==> config.mk <==
export PLATFORM = sky130hd
export DESIGN_NAME = dmem_arbiter
export DESIGN_NICKNAME = d
export VERILOG_FILES = /design/src/rtl/dmem_arbiter.sv
export SDC_FILE = /design/constraint.sdc
export NUM_CORES = 1
export LEC_CHECK = 0
export CAP_MARGIN = 10
export CELL_PAD_IN_SITES_DETAIL_PLACEMENT = 1
export CELL_PAD_IN_SITES_GLOBAL_PLACEMENT = 1
export CORE_ASPECT_RATIO = 0.75
export CORE_MARGIN = 2
export CORE_UTILIZATION = 27
export CTS_CLUSTER_SIZE = 24
export DETAILED_ROUTE_END_ITERATION = 6
export GPL_ROUTABILITY_DRIVEN = 0
export PLACE_DENSITY_LB_ADDON = 0.1
export SETUP_SLACK_MARGIN = 0.2
export SYNTH_ARGS = -nofsm -noshare
export SYNTH_HDL_FRONTEND = slang
export SYNTH_SLANG_ARGS = --single-unit
==> constraint.sdc <==
create_clock -name clk -period 1.8 [get_ports clk]
set_input_delay 0.18 -clock clk [delete_from_list [all_inputs] [get_ports clk]]
set_output_delay 0.18 -clock clk [all_outputs]
set_load 0.1 [all_outputs]
==> src/rtl/dmem_arbiter.sv <==
// Two-port round-robin arbiter/sequencer for the shared single-port data memory.
// Build option: define DMEM_ARB_FIXED_PRIO_EN to make m0 always win simultaneous requests.
module dmem_arbiter #(
    parameter int ADDR_W = 32,
    parameter int DATA_W = 32,
    parameter int RD_LAT = 1
) (
    input  logic              clk,
    input  logic              rst,
    input  logic              m0_req,
    input  logic              m0_we,
    input  logic [ADDR_W-1:0] m0_addr,
    input  logic [DATA_W-1:0] m0_wdata,
    input  logic [DATA_W-1:0] m0_wmask,
    output logic              m0_gnt,
    output logic              m0_rvalid,
    output logic [DATA_W-1:0] m0_rdata,
    input  logic              m1_req,
    input  logic              m1_we,
    input  logic [ADDR_W-1:0] m1_addr,
    input  logic [DATA_W-1:0] m1_wdata,
    input  logic [DATA_W-1:0] m1_wmask,
    output logic              m1_gnt,
    output logic              m1_rvalid,
    output logic [DATA_W-1:0] m1_rdata,
    output logic              mem_en,
    output logic              mem_we,
    output logic [ADDR_W-1:0] mem_addr,
    output logic [DATA_W-1:0] mem_wdata,
    output logic [DATA_W-1:0] mem_wmask,
    input  logic [DATA_W-1:0] mem_rdata,
    output logic              busy,
    output logic [1:0]        dbg_state
);

    // Handshake: a requester holds req until it sees a one-cycle gnt (fields are
    // sampled in that cycle); completion is a one-cycle rvalid with rdata valid.
    typedef enum logic [1:0] {
        IDLE  = 2'd0,
        ISSUE = 2'd1,
        WAIT  = 2'd2,
        RESP  = 2'd3
    } state_t;

    localparam logic [1:0] LAT_LOAD = 2'(RD_LAT - 1);

    state_t              state;
    state_t              state_nxt;
    logic                owner;
    logic                last;
    logic [1:0]          lat_cnt;
    logic                lat_we;
    logic [ADDR_W-1:0]   lat_addr;
    logic [DATA_W-1:0]   lat_wdata;
    logic [DATA_W-1:0]   lat_wmask;
    logic [DATA_W-1:0]   rdata0_q;
    logic [DATA_W-1:0]   rdata1_q;
    logic                any_req;
    logic                pick_m1;

    assign any_req = m0_req | m1_req;

    // pick_m1 is only meaningful while any_req is high.
    always_comb begin
        pick_m1 = 1'b0;
`ifdef DMEM_ARB_FIXED_PRIO_EN
        pick_m1 = m1_req & ~m0_req;
`else
        pick_m1 = m1_req & (~m0_req | ~last);
`endif
    end

    always_ff @(posedge clk) begin
        if (rst) begin
            state <= IDLE;
        end else begin
            state <= state_nxt;
        end
    end

    always_comb begin
        state_nxt = state;
        case (state)
            IDLE:    if (any_req) state_nxt = ISSUE;
            ISSUE:   state_nxt = lat_we ? RESP : WAIT;
            WAIT:    if (lat_cnt == 2'd0) state_nxt = RESP;
            RESP:    state_nxt = IDLE;
            default: state_nxt = IDLE;
        endcase
    end

    always_ff @(posedge clk) begin
        if (rst) begin
            owner     <= 1'b0;
            last      <= 1'b1;
            lat_cnt   <= 2'd0;
            lat_we    <= 1'b0;
            lat_addr  <= '0;
            lat_wdata <= '0;
            lat_wmask <= '0;
            rdata0_q  <= '0;
            rdata1_q  <= '0;
        end else begin
            case (state)
                IDLE: begin
                    if (any_req) begin
                        owner     <= pick_m1;
                        last      <= pick_m1;
                        lat_we    <= pick_m1 ? m1_we    : m0_we;
                        lat_addr  <= pick_m1 ? m1_addr  : m0_addr;
                        lat_wdata <= pick_m1 ? m1_wdata : m0_wdata;
                        lat_wmask <= pick_m1 ? m1_wmask : m0_wmask;
                    end
                end
                ISSUE: begin
                    if (!lat_we) lat_cnt <= LAT_LOAD;
                end
                WAIT: begin
                    if (lat_cnt != 2'd0) begin
                        lat_cnt <= lat_cnt - 2'd1;
                    end else if (owner) begin
                        rdata1_q <= mem_rdata;
                    end else begin
                        rdata0_q <= mem_rdata;
                    end
                end
                default: ;
            endcase
        end
    end

    always_comb begin
        m0_gnt    = 1'b0;
        m1_gnt    = 1'b0;
        m0_rvalid = 1'b0;
        m1_rvalid = 1'b0;
        mem_en    = 1'b0;
        mem_we    = 1'b0;
        busy      = (state != IDLE);
        case (state)
            IDLE: begin
                m0_gnt = any_req & ~pick_m1;
                m1_gnt = any_req & pick_m1;
            end
            ISSUE: begin
                mem_en = 1'b1;
                mem_we = lat_we;
            end
            RESP: begin
                m0_rvalid = ~owner;
                m1_rvalid = owner;
            end
            default: ;
        endcase
    end

    // Memory data lines follow the latched request, so they hold outside ISSUE.
    assign mem_addr  = lat_addr;
    assign mem_wdata = lat_wdata & lat_wmask;
    assign mem_wmask = lat_wmask;
    assign m0_rdata  = rdata0_q;
    assign m1_rdata  = rdata1_q;
    assign dbg_state = state;

endmodule

# After elaboration in Yosys (flattened, before gate mapping)
# Index checks and enable logic that the tools add are counted.
totals:
  in_bits: 230
  memories: 0
  out_inout_bits: 169
  latchBits: 0
  word_cells: 56
  ram_bits: 0
  romBits: 0
  ff_bits: 167
op_classes:
  n_bitwise: 11
  n_shift: 0
  reduce_logical: 10
  n_div: 0
  addsub: 1
  n_eq_ne: 7
  muxes: 17
  magnitude_cmp: 0
  multipliers: 0
op_table:
  columns: ["cell", "count"]
  rows:
  - ["2-to-1 mux 32 bit", 3]
  - ["AND 32 bit", 1]
  - ["AND reduction 3 bit", 3]
  - ["2-to-1 mux 1 bit", 8]
  - ["2-to-1 mux 2 bit", 4]
  - ["!= test 2 bit, second input constant", 4]
  - ["case mux 2 bit (4 select lines)", 1]
  - ["nonzero test 2 bit", 3]
  - ["inverter 1 bit", 5]
  - ["== test 2 bit, second input constant", 2]
  - ["zero test 2 bit", 2]
  - ["case mux 2 bit (2 select lines)", 1]
  - ["AND reduction 2 bit", 2]
  - ["AND 1 bit", 3]
  - ["== test 2 x 1 -> 1 bit, second input constant", 1]
  - ["bitwise OR 1 bit", 2]
  - ["subtractor 2 x 1 -> 2 bit, second input constant", 1]

# Logic depth before layout (Yosys ltp)
depth:
  ltp_word: 6
  ltp_mapped: 8
  ltp_nobuf: 5

# Least setup slack after synthesis
# No wires, ideal clock.
synth_timing:
  kind: "reg2reg"
  startpoint: "reg state[0], in the netlist dbg_state[0]"
  endpoint: "reg lat_cnt[0]"
  synth_period_minus_slack_ns: 3.342
  path_stages_with_launch: 5
  n_path_buf: 0
  setup_ns: 0.092
  slack_ns: -1.542
  required_ns: 1.708
  arrival_ns: 3.249
  cell_sequence: "dfxtp_1 > ha_1 > and2_1 > nor2_1 > o32ai_1"
synth_between:
  elab_chain_cells: 3
  word_cells_on_any_way: 7
  cone_classes: "eq/ne (4); mux (1); reduce/logical (2)"
synth_rtl:
  columns: ["item", "line", "rtl"]
  rows:
  - ["start, declared", "47", "state_t state;"]
  - ["start signal, assigned", "77", "state <= state_nxt;"]
  - ["== test 2 bit / == test 2 x 1 -> 1 bit (equally long branches)", "104", "case (state)"]
  - ["!= test 2 bit (no source line) / nonzero test 2 bit (equally long branches)", null, null]
  - ["AND reduction 3 bit (no source line)", null, null]
  - ["end signal, assigned", "120", "lat_cnt <= lat_cnt - 2'd1;"]
  - ["end, declared", "51", "logic [1:0] lat_cnt;"]
# Parallel ways exist; a longest one is shown, timed or not.
# A chain may end at the register's enable or synchronous reset.

# Worst setup path after layout
layout_timing:
  startpoint: "reg state[1], in the netlist dbg_state[1]"
  endpoint: "out m1_gnt"
layout_between:
  elab_chain_cells: 2
layout_rtl:
  columns: ["item", "line", "rtl"]
  rows:
  - ["zero test 2 bit", "140", "case (state)"]
  - ["2-to-1 mux 1 bit", "140", null]
  - ["end, declared", "23", "output logic m1_gnt,"]
# No other way between the ends.

==> run metrics <==
Yosys cell types 35; Critical Path Fanout Max 5; First DRT Iteration DRCs between 300 and 400; die height 142 um; Synth Area in XOR/XNOR 0%; Fin. Hold Viols 0; pin count of the biggest net entering global routing 77; core box area 0.0249 mm2; Mapped Cells 768; combinational family with the most area after synthesis simple AND/OR/NAND/NOR gates; Die Wd 187 um; root buffer cell clkbuf_16; Pint 11300 uW; Ports 399; layout filler cell count 2826; Routed Wire Length around 32000 um; Tmin final 1750 ps; grt met1 use roughly a quarter; final setup skew 5.18 ps; num rows 50; total power 22500 uW; Sw Pwr between 10000 and 15000 uW; Worst setup EP type output pin; H-tree Lvls 4; crit-path cells inv_4 > ha_4 > clkinvlp_4 > buf_6 > nor2_4 > buf_12; Pre-antenna DRT Iters 4; layout cell share with drive strength beyond 1 a little under a third; Max Cap Viol 0; Synth Warn # 0; Tcrit/Tclk final 97.3%; grt total ovfl 0; starting density of the core 27.4%; synthesized area per cell approximately 8.9 um2; Worst-Skew Late Latency 440 ps; Reg clk slew, reported paths around 70 ps; final setup fails 0; Worst VDD drop about 0.9 mV; Clk network pwr share 16.5%; Leak Pwr 0.00504 uW; sw frac 50.0%; DP Area 0.0113 mm2; GR peak layer met2; RSZ-0062 raised after global routing true; Critical-path top delay cell dfxtp_4; grt met2 use 38.1%; Final Hold Slack 80.5 ps; hold crit path type input pin to flip-flop; Seq cells post-synth around 170; Final Slew Violations 0; CTS tree built; vias per inst 4.86; Die ar. 0.0265 mm2; GR Util met3 7.87%; Worst EP required 1620 ps; outcome finished, final reports clean; Post-Synth Adder-Cell Area 1.10%; dpl hpwl 21000 um; Max Fclk around 570 MHz; Yosys top cell by area dfxtp_1; Compound-Gate Fraction of Synth Area 22.1%; PortBufs 398; CTS Buf Count 17; Max Root-Sink Buffers 2; mux cell area share after synthesis 0%; Simple-Gate Fraction of Synth Area 22.4%; Synth Cell Area approximately 0.0068 mm2; cell area after layout about 0.013 mm2; number of global-route vias before repair 7697; gr usage total 22.3%; combinational power share 59.8%; commonest non-fill, non-tap cells in the layout clkdlybuf4s50_1, buf_4, nand2_1; Seq pwr share 23.6%; worst slew pin tran 476 ps; most common cell after layout, fill and taps aside clkdlybuf4s50_1; Setup TNS 0 ps; DR WL/cell 20.6 um; Startpoint Class flip-flop; vias post-DR 7462; first-pass GRT wire length 45600 um; sequential fraction of the synthesis area 49.1%; CP max stage delay 350 ps; clock sinks 167; Setup Crit Path Kind flip-flop to output pin; Worst Path Arrival 1570 ps; Mapped Nets 1004; leading post-synthesis cells by cell area dfxtp_1, a221o_1, nand2_1, a21oi_1, nor3b_1; Power per Cell Area 1780 mW/mm2; share of the synthesized area in the top cell type 49.1%; antenna violations before repair 1; Area Overhead vs Synth 85.2%; fin nets 1419; Diodes inserted 0; drt drc 0; slew margin rel. between 60% and 70%; Routed Antenna Nets 0
## Yosys cell counts, drive strengths merged
library cell	count
o21a	1
inv	6
and3b	1
o32ai	2
a21o	1
nor3	2
and3	2
a311oi	1
o21ai	1
a221o	65
a21boi	1
a211o	1
a31oi	1
or3b	1
a211oi	35
nand2b	2
and2	34
a21oi	100
a22oi	1
or2	1
nand2	161
buf	38
nor2	36
nor2b	1
clkbuf	31
dfxtp	167
a21bo	1
nor3b	65
nand3	2
ha	6
nand3b	1
## sequential cells by signal, indices dropped and copies added (netlist names)
register	flops
lat_wdata	32
m0_rdata	32
m1_rdata	32
mem_addr	32
mem_wmask	32
dbg_state	2
lat_cnt	2
last	1
lat_we	1
owner	1
## cell type report
| cell class | count | area [um2] | area share [%] |
|---|---|---|---|
| clock inverters | 12 | 116 | 0.923 |
| flip-flops and latches | 167 | 3390 | 26.9 |
| clock buffers | 20 | 467 | 3.70 |
| multi-input cells | 526 | 3320 | 26.3 |
| well taps | 338 | 423 | 3.35 |
| repair buffers | 465 | 4860 | 38.6 |
| inverters | 6 | 31.3 | 0.248 |
## worst max-delay path: cells and delay by family, from the launching register on
| family | cells | cell delay [ps] |
|---|---|---|
| adders and majority gates | 1 | 190 |
| buffers and inverters | 4 | 500 |
| DFF | 1 | 350 |
| and+or+nand+nor | 1 | 90 |
## worst paths after layout
| path | startpoint | to | slack, ps | cells past startpoint |
|---|---|---|---|---|
| hold reg to reg | m0_rdata[14] | m0_rdata[14] | 460 | 2 |
| hold / removal | rst | m0_rdata[31] | 80 | 2 |
| setup reg to reg | dbg_state[1] | mem_wmask[4] | 60 | 8 |
| setup / recovery | dbg_state[1] | m1_gnt | 50 | 6 |
## what timing repair did
action | 4_1_cts | 5_1_grt
endpoints found under the setup margin | 65 | 163
resized for setup | 13 | 30
hold buffers | 0 | 0
buffers inserted | 16 | 9
pin swaps | 2 | 17
gates cloned | 7 | 8
hold endpoints to repair | 0 | 0
## metal layers
layer  wire length, um  up-vias
li1                  -     3560
met1             13800     3599
met2             14800      260
met3              2280       41
met4               686        2
met5                15        -
## logic make-up (layout without fill, tap and decap cells)
| family | after synthesis | in the layout |
|---|---|---|
| AND/OR/NAND/NOR | 309 | 309 |
| AO/OA/AOI/OAI | 211 | 211 |
| buffers and inverters | 75 | 503 |
| flip-flops | 167 | 167 |
| adder cells (fa/ha/maj) | 6 | 6 |
## power by group through the flow
stage	clock network, uW	logic (uW)	registers, uW
after floorplan	0	3680	10100
final	3720	13500	5320
after CTS	3830	13000	5330
after global routing	3960	14000	5460
after detailed placement	0	11900	5410
after global placement	0	11800	5410
## through the flow
stage | utilization (%) | setup slack, ps | std cells
final | 50.7 | 48.6 | 1534
after global routing | 50.7 | -25.5 | 1534
after CTS | 49.2 | 38.6 | 1517
after detailed placement | 45.3 | -4.84 | 1462
after global placement | 45.3 | 34.3 | 1462
after floorplan | - | -222 | 768
(Power assumes the default switching activity.)
